$ cat config.mk
export PLATFORM = sky130hd
export DESIGN_NAME = raster_line_writer
export DESIGN_NICKNAME = d
export VERILOG_FILES = /design/src/rtl/upscaler_pkg.sv /design/src/rtl/pair_line_ram.sv /design/src/rtl/raster_line_writer.sv
export SDC_FILE = /design/constraint.sdc
export NUM_CORES = 2
export LEC_CHECK = 0
export ABC_AREA = 0
export BUFFER_PORTS_ARGS = -buffer_cell sky130_fd_sc_hd__buf_2
export CAP_MARGIN = 10
export CORE_MARGIN = 1.5
export CORE_UTILIZATION = 63
export DETAILED_ROUTE_END_ITERATION = 12
export PLACE_DENSITY = 0.78
export SYNTH_ARGS = -nofsm -noshare
export SYNTH_HDL_FRONTEND = slang
export SYNTH_SLANG_ARGS = --single-unit
export TNS_END_PERCENT = 30
$ cat constraint.sdc
create_clock -name clk -period 5.45 [get_ports clk]
set_clock_uncertainty 0.2 [all_clocks]
set_input_delay 0.545 -clock clk [delete_from_list [all_inputs] [get_ports clk]]
set_output_delay 0.545 -clock clk [all_outputs]
set_load 0.03 [all_outputs]
$ cat src/rtl/upscaler_pkg.sv
// upscaler_pkg: shared constants and state encoding for the
// 2x upscaler output path (raster_line_writer and its line RAM).
package upscaler_pkg;

  localparam int DATA_WIDTH_DEF = 8;
  localparam int PAIR_WIDTH = 2 * DATA_WIDTH_DEF;

  typedef enum logic [2:0] {
    S_FILL  = 3'd0,
    S_TEVEN = 3'd1,
    S_TODD  = 3'd2,
    S_RD    = 3'd3,
    S_BEVEN = 3'd4,
    S_BODD  = 3'd5
  } state_t;

  function automatic int pair_width(input int dw);
    return 2 * dw;
  endfunction

  function automatic int addr_width(input int depth);
    return (depth > 1) ? $clog2(depth) : 1;
  endfunction

endpackage

$ cat src/rtl/pair_line_ram.sv
// pair_line_ram: simple dual-port line RAM, one write port and
// one read port with a registered (1-cycle latency) output.
module pair_line_ram
  import upscaler_pkg::*;
#(
  parameter int WIDTH = PAIR_WIDTH,
  parameter int DEPTH = 128,
  parameter int AW    = addr_width(DEPTH)
) (
  input  logic             clk,
  input  logic             we,
  input  logic [AW-1:0]    waddr,
  input  logic [WIDTH-1:0] wdata,
  input  logic             re,
  input  logic [AW-1:0]    raddr,
  output logic [WIDTH-1:0] rdata
);

  logic [WIDTH-1:0] mem [DEPTH];

  // Write port: store a bottom pixel pair.
  always_ff @(posedge clk) begin
    if (we) mem[waddr] <= wdata;
  end

  // Read port: registered output, held until the next read.
  always_ff @(posedge clk) begin
    if (re) rdata <= mem[raddr];
  end

endmodule

$ cat src/rtl/raster_line_writer.sv
// raster_line_writer: serialises 2x2 blocks into raster order.
// Optional end-of-frame flag: define RASTER_EOF_EN.
module raster_line_writer
  import upscaler_pkg::*;
#(
  parameter int DATA_WIDTH = DATA_WIDTH_DEF,
  parameter int IMG_WIDTH  = 128,
  parameter int IMG_HEIGHT = 128
) (
  input  logic                  clk,
  input  logic                  rst_n,
  input  logic                  in_valid,
  output logic                  in_ready,
  input  logic [DATA_WIDTH-1:0] in_p00,
  input  logic [DATA_WIDTH-1:0] in_p01,
  input  logic [DATA_WIDTH-1:0] in_p10,
  input  logic [DATA_WIDTH-1:0] in_p11,
  output logic                  out_valid,
  input  logic                  out_ready,
  output logic [DATA_WIDTH-1:0] out_data,
  output logic                  out_last
`ifdef RASTER_EOF_EN
  ,
  output logic                  out_eof
`endif
);

  localparam int PW = pair_width(DATA_WIDTH);
  localparam int CW = addr_width(IMG_WIDTH);
  localparam logic [CW-1:0] COL_LAST = CW'(IMG_WIDTH - 1);
  localparam logic [CW-1:0] COL_ONE  = CW'(1);

  if (IMG_WIDTH < 2 || IMG_HEIGHT < 1) begin : g_bad_dims
    $error("raster_line_writer: bad image dimensions");
  end

  state_t state;
  state_t state_nxt;

  logic [CW-1:0]         col;
  logic [CW-1:0]         col_nxt;
  logic                  col_end;
  logic [DATA_WIDTH-1:0] hold_p00;
  logic [DATA_WIDTH-1:0] hold_p01;
  logic                  load;
  logic                  ram_we;
  logic [CW-1:0]         ram_waddr;
  logic                  ram_re;
  logic [PW-1:0]         ram_rdata;
  logic                  row_done;

  assign col_end = (col == COL_LAST);

  pair_line_ram #(
    .WIDTH (PW),
    .DEPTH (IMG_WIDTH),
    .AW    (CW)
  ) u_ram (
    .clk   (clk),
    .we    (ram_we),
    .waddr (ram_waddr),
    .wdata ({in_p11, in_p10}),
    .re    (ram_re),
    .raddr (col),
    .rdata (ram_rdata)
  );

  // State, column and top-pair hold registers.
  always_ff @(posedge clk or negedge rst_n) begin
    if (!rst_n) begin
      state    <= S_FILL;
      col      <= '0;
      hold_p00 <= '0;
      hold_p01 <= '0;
    end else begin
      state <= state_nxt;
      col   <= col_nxt;
      if (load) begin
        hold_p00 <= in_p00;
        hold_p01 <= in_p01;
      end
    end
  end

  // Next state, handshakes, RAM control and output mux.
  always_comb begin
    state_nxt = state;
    col_nxt   = col;
    in_ready  = 1'b0;
    out_valid = 1'b0;
    out_data  = '0;
    out_last  = 1'b0;
    load      = 1'b0;
    ram_we    = 1'b0;
    ram_waddr = col;
    ram_re    = 1'b0;
    row_done  = 1'b0;
    unique case (state)
      S_FILL: begin
        in_ready = 1'b1;
        if (in_valid) begin
          load      = 1'b1;
          ram_we    = 1'b1;
          state_nxt = S_TEVEN;
        end
      end
      S_TEVEN: begin
        out_valid = 1'b1;
        out_data  = hold_p00;
        if (out_ready) state_nxt = S_TODD;
      end
      S_TODD: begin
        out_valid = 1'b1;
        out_data  = hold_p01;
        out_last  = col_end;
        in_ready  = out_ready && !col_end;
        if (out_ready) begin
          if (col_end) begin
            col_nxt   = '0;
            state_nxt = S_RD;
          end else begin
            col_nxt = col + COL_ONE;
            if (in_valid) begin
              load      = 1'b1;
              ram_we    = 1'b1;
              ram_waddr = col + COL_ONE;
              state_nxt = S_TEVEN;
            end else begin
              state_nxt = S_FILL;
            end
          end
        end
      end
      S_RD: begin
        ram_re    = 1'b1;
        state_nxt = S_BEVEN;
      end
      S_BEVEN: begin
        out_valid = 1'b1;
        out_data  = ram_rdata[DATA_WIDTH-1:0];
        if (out_ready) state_nxt = S_BODD;
      end
      S_BODD: begin
        out_valid = 1'b1;
        out_data  = ram_rdata[PW-1:DATA_WIDTH];
        out_last  = col_end;
        if (out_ready) begin
          if (col_end) begin
            col_nxt   = '0;
            row_done  = 1'b1;
            state_nxt = S_FILL;
          end else begin
            col_nxt   = col + COL_ONE;
            state_nxt = S_RD;
          end
        end
      end
      default: begin
        state_nxt = S_FILL;
      end
    endcase
  end

`ifdef RASTER_EOF_EN
  localparam int RW = addr_width(IMG_HEIGHT);
  localparam logic [RW-1:0] ROW_LAST = RW'(IMG_HEIGHT - 1);
  localparam logic [RW-1:0] ROW_ONE  = RW'(1);

  logic [RW-1:0] row;

  // Input row counter, advanced when a bottom row completes.
  always_ff @(posedge clk or negedge rst_n) begin
    if (!rst_n) begin
      row <= '0;
    end else if (row_done) begin
      row <= (row == ROW_LAST) ? '0 : row + ROW_ONE;
    end
  end

  assign out_eof = (state == S_BODD) && col_end
                && (row == ROW_LAST);
`else
  logic unused_row_done;
  assign unused_row_done = row_done;
`endif

endmodule

==> summary.txt <==
Outcome
  • Status: complete, no violations

Placed design
  • IO buf count: 46
  • Final HPWL DP: 120,000 microns
  • Placed Cells: 5,560
  • RePlAce Congestion: 0.944
  • Dpl cell area: 85,200 sq um

Yosys
  • Syn nets: 3,905
  • Synthesized flop and latch total: 2,090
  • Netlist Area Pre-Place: 81,400 sq um
  • Syn. warnings: 0
  • Yosys cell types: 68
  • Main synth FF type: edfxtp_1
  • Register area share after synthesis: 76.9%
  • Syn_area_per_cell: 21.0 sq um
  • Async SR Flop Fraction: 1.24%
  • Post-synth EDFFs: 2,064
  • Synthesized instance count: 3,868

Clock tree
  • Clock Tree Buf Depth: 3
  • TritonCTS clock tree: built
  • Post-CTS Setup Bufs: 0
  • Root Buffer: clkbuf_16
  • Clk sinks: 2,090
  • Clock transition at path regs: 0.07 ns
  • Clock Latency Late Sink: 0.85 ns
  • CTS buffer count: 192
  • H-Tree Depth: 4

Floorplan
  • Die W: 362 microns
  • Ports: 47
  • Core Region: 128,000 sq um
  • Row count: 131
  • Starting density of the core: 63.7%
  • Die Area: 131,000 sq um
  • Die height: 362 microns

STA
  • Setup_tns: 0 ns
  • Fin crit share: 82.6%
  • Max Freq: 222 MHz
  • Post-layout minimum cycle time: 4.50 ns
  • Final Hold Viols: 0
  • Worst rel slew slack: 7.85%
  • Number of endpoints failing setup at the final stage: 0
  • RSZ-0062 raised after global routing: no
  • Slew @ Worst Pin: 1.37 ns
  • Worst hold margin: 0.0723 ns
  • Max-slew violations: 0

Setup path
  • Critical-path cell list: buf_4 -> buf_4 -> mux2i_1 -> nor2_1 -> nor4_1 -> a22oi_1
  • Crit-path max FO: 35
  • Critical Path RT: 5.77 ns
  • Slowest cell on crit path: nor4_1
  • Worst EP arrival: 4.82 ns
  • Kind of critical path: reg -> reg
  • Peak per-stage delay on the critical path: 1.12 ns
  • WP buf/inv: 2
  • Largest delay share family, worst path: simple AND/OR/NAND/NOR gates
  • Most used cell, CP: buf_4
  • Crit path launch type: flop
  • Crit path capture type: flop

GRT
  • Global-route wire length before repair: 299,000 microns
  • Gr ovfl total: 0
  • Vias in the first global route: 41,800
  • Largest net degree at the start of global routing: 140
  • Antenna violations before repair: 7
  • GRT Overall Usage: 32.2%

Layout
  • Fin nets: 4,149
  • Layout cells sized above 1: 26.2%
  • Fin area: 91,400 sq um
  • Post-route insts no fill: 5,933
  • Layout area overhead: 12.3%
  • Final core utilization: 71.5%

Power
  • Worst VDD drop: 0.854 mV
  • PD cells: 464 nW/um^2
  • Leakage: 28.9 nW

Routing
  • DRT Pass-1 Iters: 6
  • DR vias: 42,400
  • Routed WL: 209,000 microns
  • WL per Instance: 35.2 microns
  • DRC: 0
  • Via-to-Cell Ratio: 7.15
  • Routed Antenna Nets: 0
  • Starting DRT DRC Count: 7,247

Run
  • Max Cap Viol: 0

Min path
  • Min-Delay Path Class: in -> reg
worst paths after layout:
| check | end | depth (start not counted) | start | slack (ns) |
|---|---|---|---|---|
| max in group asynchronous | col[2] | 2 | rst_n | 4.33 |
| max | u_ram.rdata[1] | 6 | col[2] | 0.95 |
| min | u_ram.mem[112][11] | 1 | in_p11[3] | 0.07 |
| min in group asynchronous | hold_p00[4] | 2 | rst_n | 0.12 |
| min reg2reg | hold_p00[5] | 1 | hold_p00[5] | 0.31 |
| max reg2reg | u_ram.rdata[1] | 6 | col[2] | 0.95 |
synthesized netlist by cell type, types with 8 or more instances:
master / number / share of area (%)
o21ai_0: 19 / 0.12
nand3_1: 24 / 0.15
buf_1: 12 / 0.055
mux2_2: 24 / 0.33
mux2i_1: 352 / 4.3
o221ai_1: 41 / 0.44
o21ai_1: 8 / 0.049
nor2_1: 46 / 0.21
nand2_1: 56 / 0.26
dfrtp_1: 26 / 0.80
nor4_1: 88 / 0.68
and3_1: 23 / 0.18
a211oi_1: 29 / 0.27
buf_6: 18 / 0.25
a22oi_1: 92 / 0.85
o22ai_1: 35 / 0.27
a31oi_1: 10 / 0.077
mux4_2: 387 / 11
nor3_1: 65 / 0.40
buf_2: 123 / 0.76
edfxtp_1: 2064 / 76
a211o_1: 17 / 0.18
a22o_1: 27 / 0.29
a21oi_1: 65 / 0.40
buf_4: 38 / 0.35
clkbuf_1: 64 / 0.30
nor2b_1: 9 / 0.069
state kept, by name (all words and copies together), names as in the netlist:
register / cells
state: 3
u_ram.mem: 2048
hold_p00: 8
u_ram.rdata: 16
hold_p01: 8
col: 7
metrics by stage:
step                setup slack (ns)  total power [W]
floorplan                       1.40           0.0258
global placement               0.819           0.0292
detailed placement              1.09           0.0294
CTS                             1.13           0.0423
global route                   0.963           0.0434
finish                         0.949           0.0424
worst reg2reg max path, cell delays in order (launching register included):
cell	delay, ns
dfrtp_4	0.84
buf_4	0.57
buf_4	0.60
mux2i_1	0.49
nor2_1	0.15
nor4_1	1.12
a22oi_1	0.23
cells in the final DEF, fill, tap and decap left out, types with 20 or more instances in the layout:
| cell | synthesis | layout |
|---|---|---|
| edfxtp_1 | 2064 | 2064 |
| mux4_2 | 387 | 387 |
| mux2i_1 | 352 | 352 |
| buf_4 | 38 | 246 |
| clkbuf_16 | 0 | 196 |
| a22oi_1 | 92 | 92 |
| nor4_2 | 0 | 67 |
| a21oi_1 | 65 | 65 |
| nor3_2 | 0 | 64 |
| nand2_1 | 56 | 56 |
| clkinv_1 | 1 | 55 |
| nor2_1 | 46 | 45 |
| o221ai_1 | 41 | 41 |
| clkbuf_1 | 64 | 40 |
| o22ai_1 | 35 | 35 |
| buf_2 | 123 | 32 |
| a211oi_1 | 29 | 29 |
| a22o_1 | 27 | 27 |
| clkinv_2 | 0 | 26 |
| mux2_2 | 24 | 24 |
| and3_1 | 23 | 23 |
| dfrtp_1 | 26 | 22 |
| nor4_1 | 88 | 21 |
| nand3_1 | 24 | 20 |
where the power goes:
| group | internal, W | switching [W] | leakage (nW) |
|---|---|---|---|
| clock network | 0.00728 | 0.00578 | 2.94 |
| registers | 0.0179 | 0.000295 | 18.9 |
| logic | 0.00443 | 0.00671 | 7.14 |
kinds of logic (layout without fill, tap and decap cells):
kind of cell	Yosys count	count (layout)	synth area share, %
compound gates	406	406	3.64
xor+xnor	6	6	0.0646
fa+ha+maj	1	1	0.0154
buf+inv	265	665	1.76
flops	2090	2090	76.9
mux	763	763	15.4
other cells	0	3	0
simple gates	337	337	2.21
metal layers:
metal	vias up	routed length [microns]	track usage [%]
li1	16800	-	-
met1	21800	74500	44.3
met2	3222	99600	49.6
met3	546	25300	8.30
met4	12	9620	13.9
met5	-	79	0
timing repair:
item,4_1_cts,5_1_grt
gates resized for setup,0,0
endpoints found under the setup margin,0,0
endpoints found under the hold margin,45,0
hold buffers,19,0
final cells by class:
class	instances	area [sq um]
clock buffer	239	5100
multi-input combinational	1513	18200
timing repair buffer	307	2400
fill	7159	36400
tap	1662	2080
inverter	8	30.0
sequential	2090	62600
antenna	3	7.51
clock inverter	111	941
No activity file was read; power rests on OpenSTA's default activity.
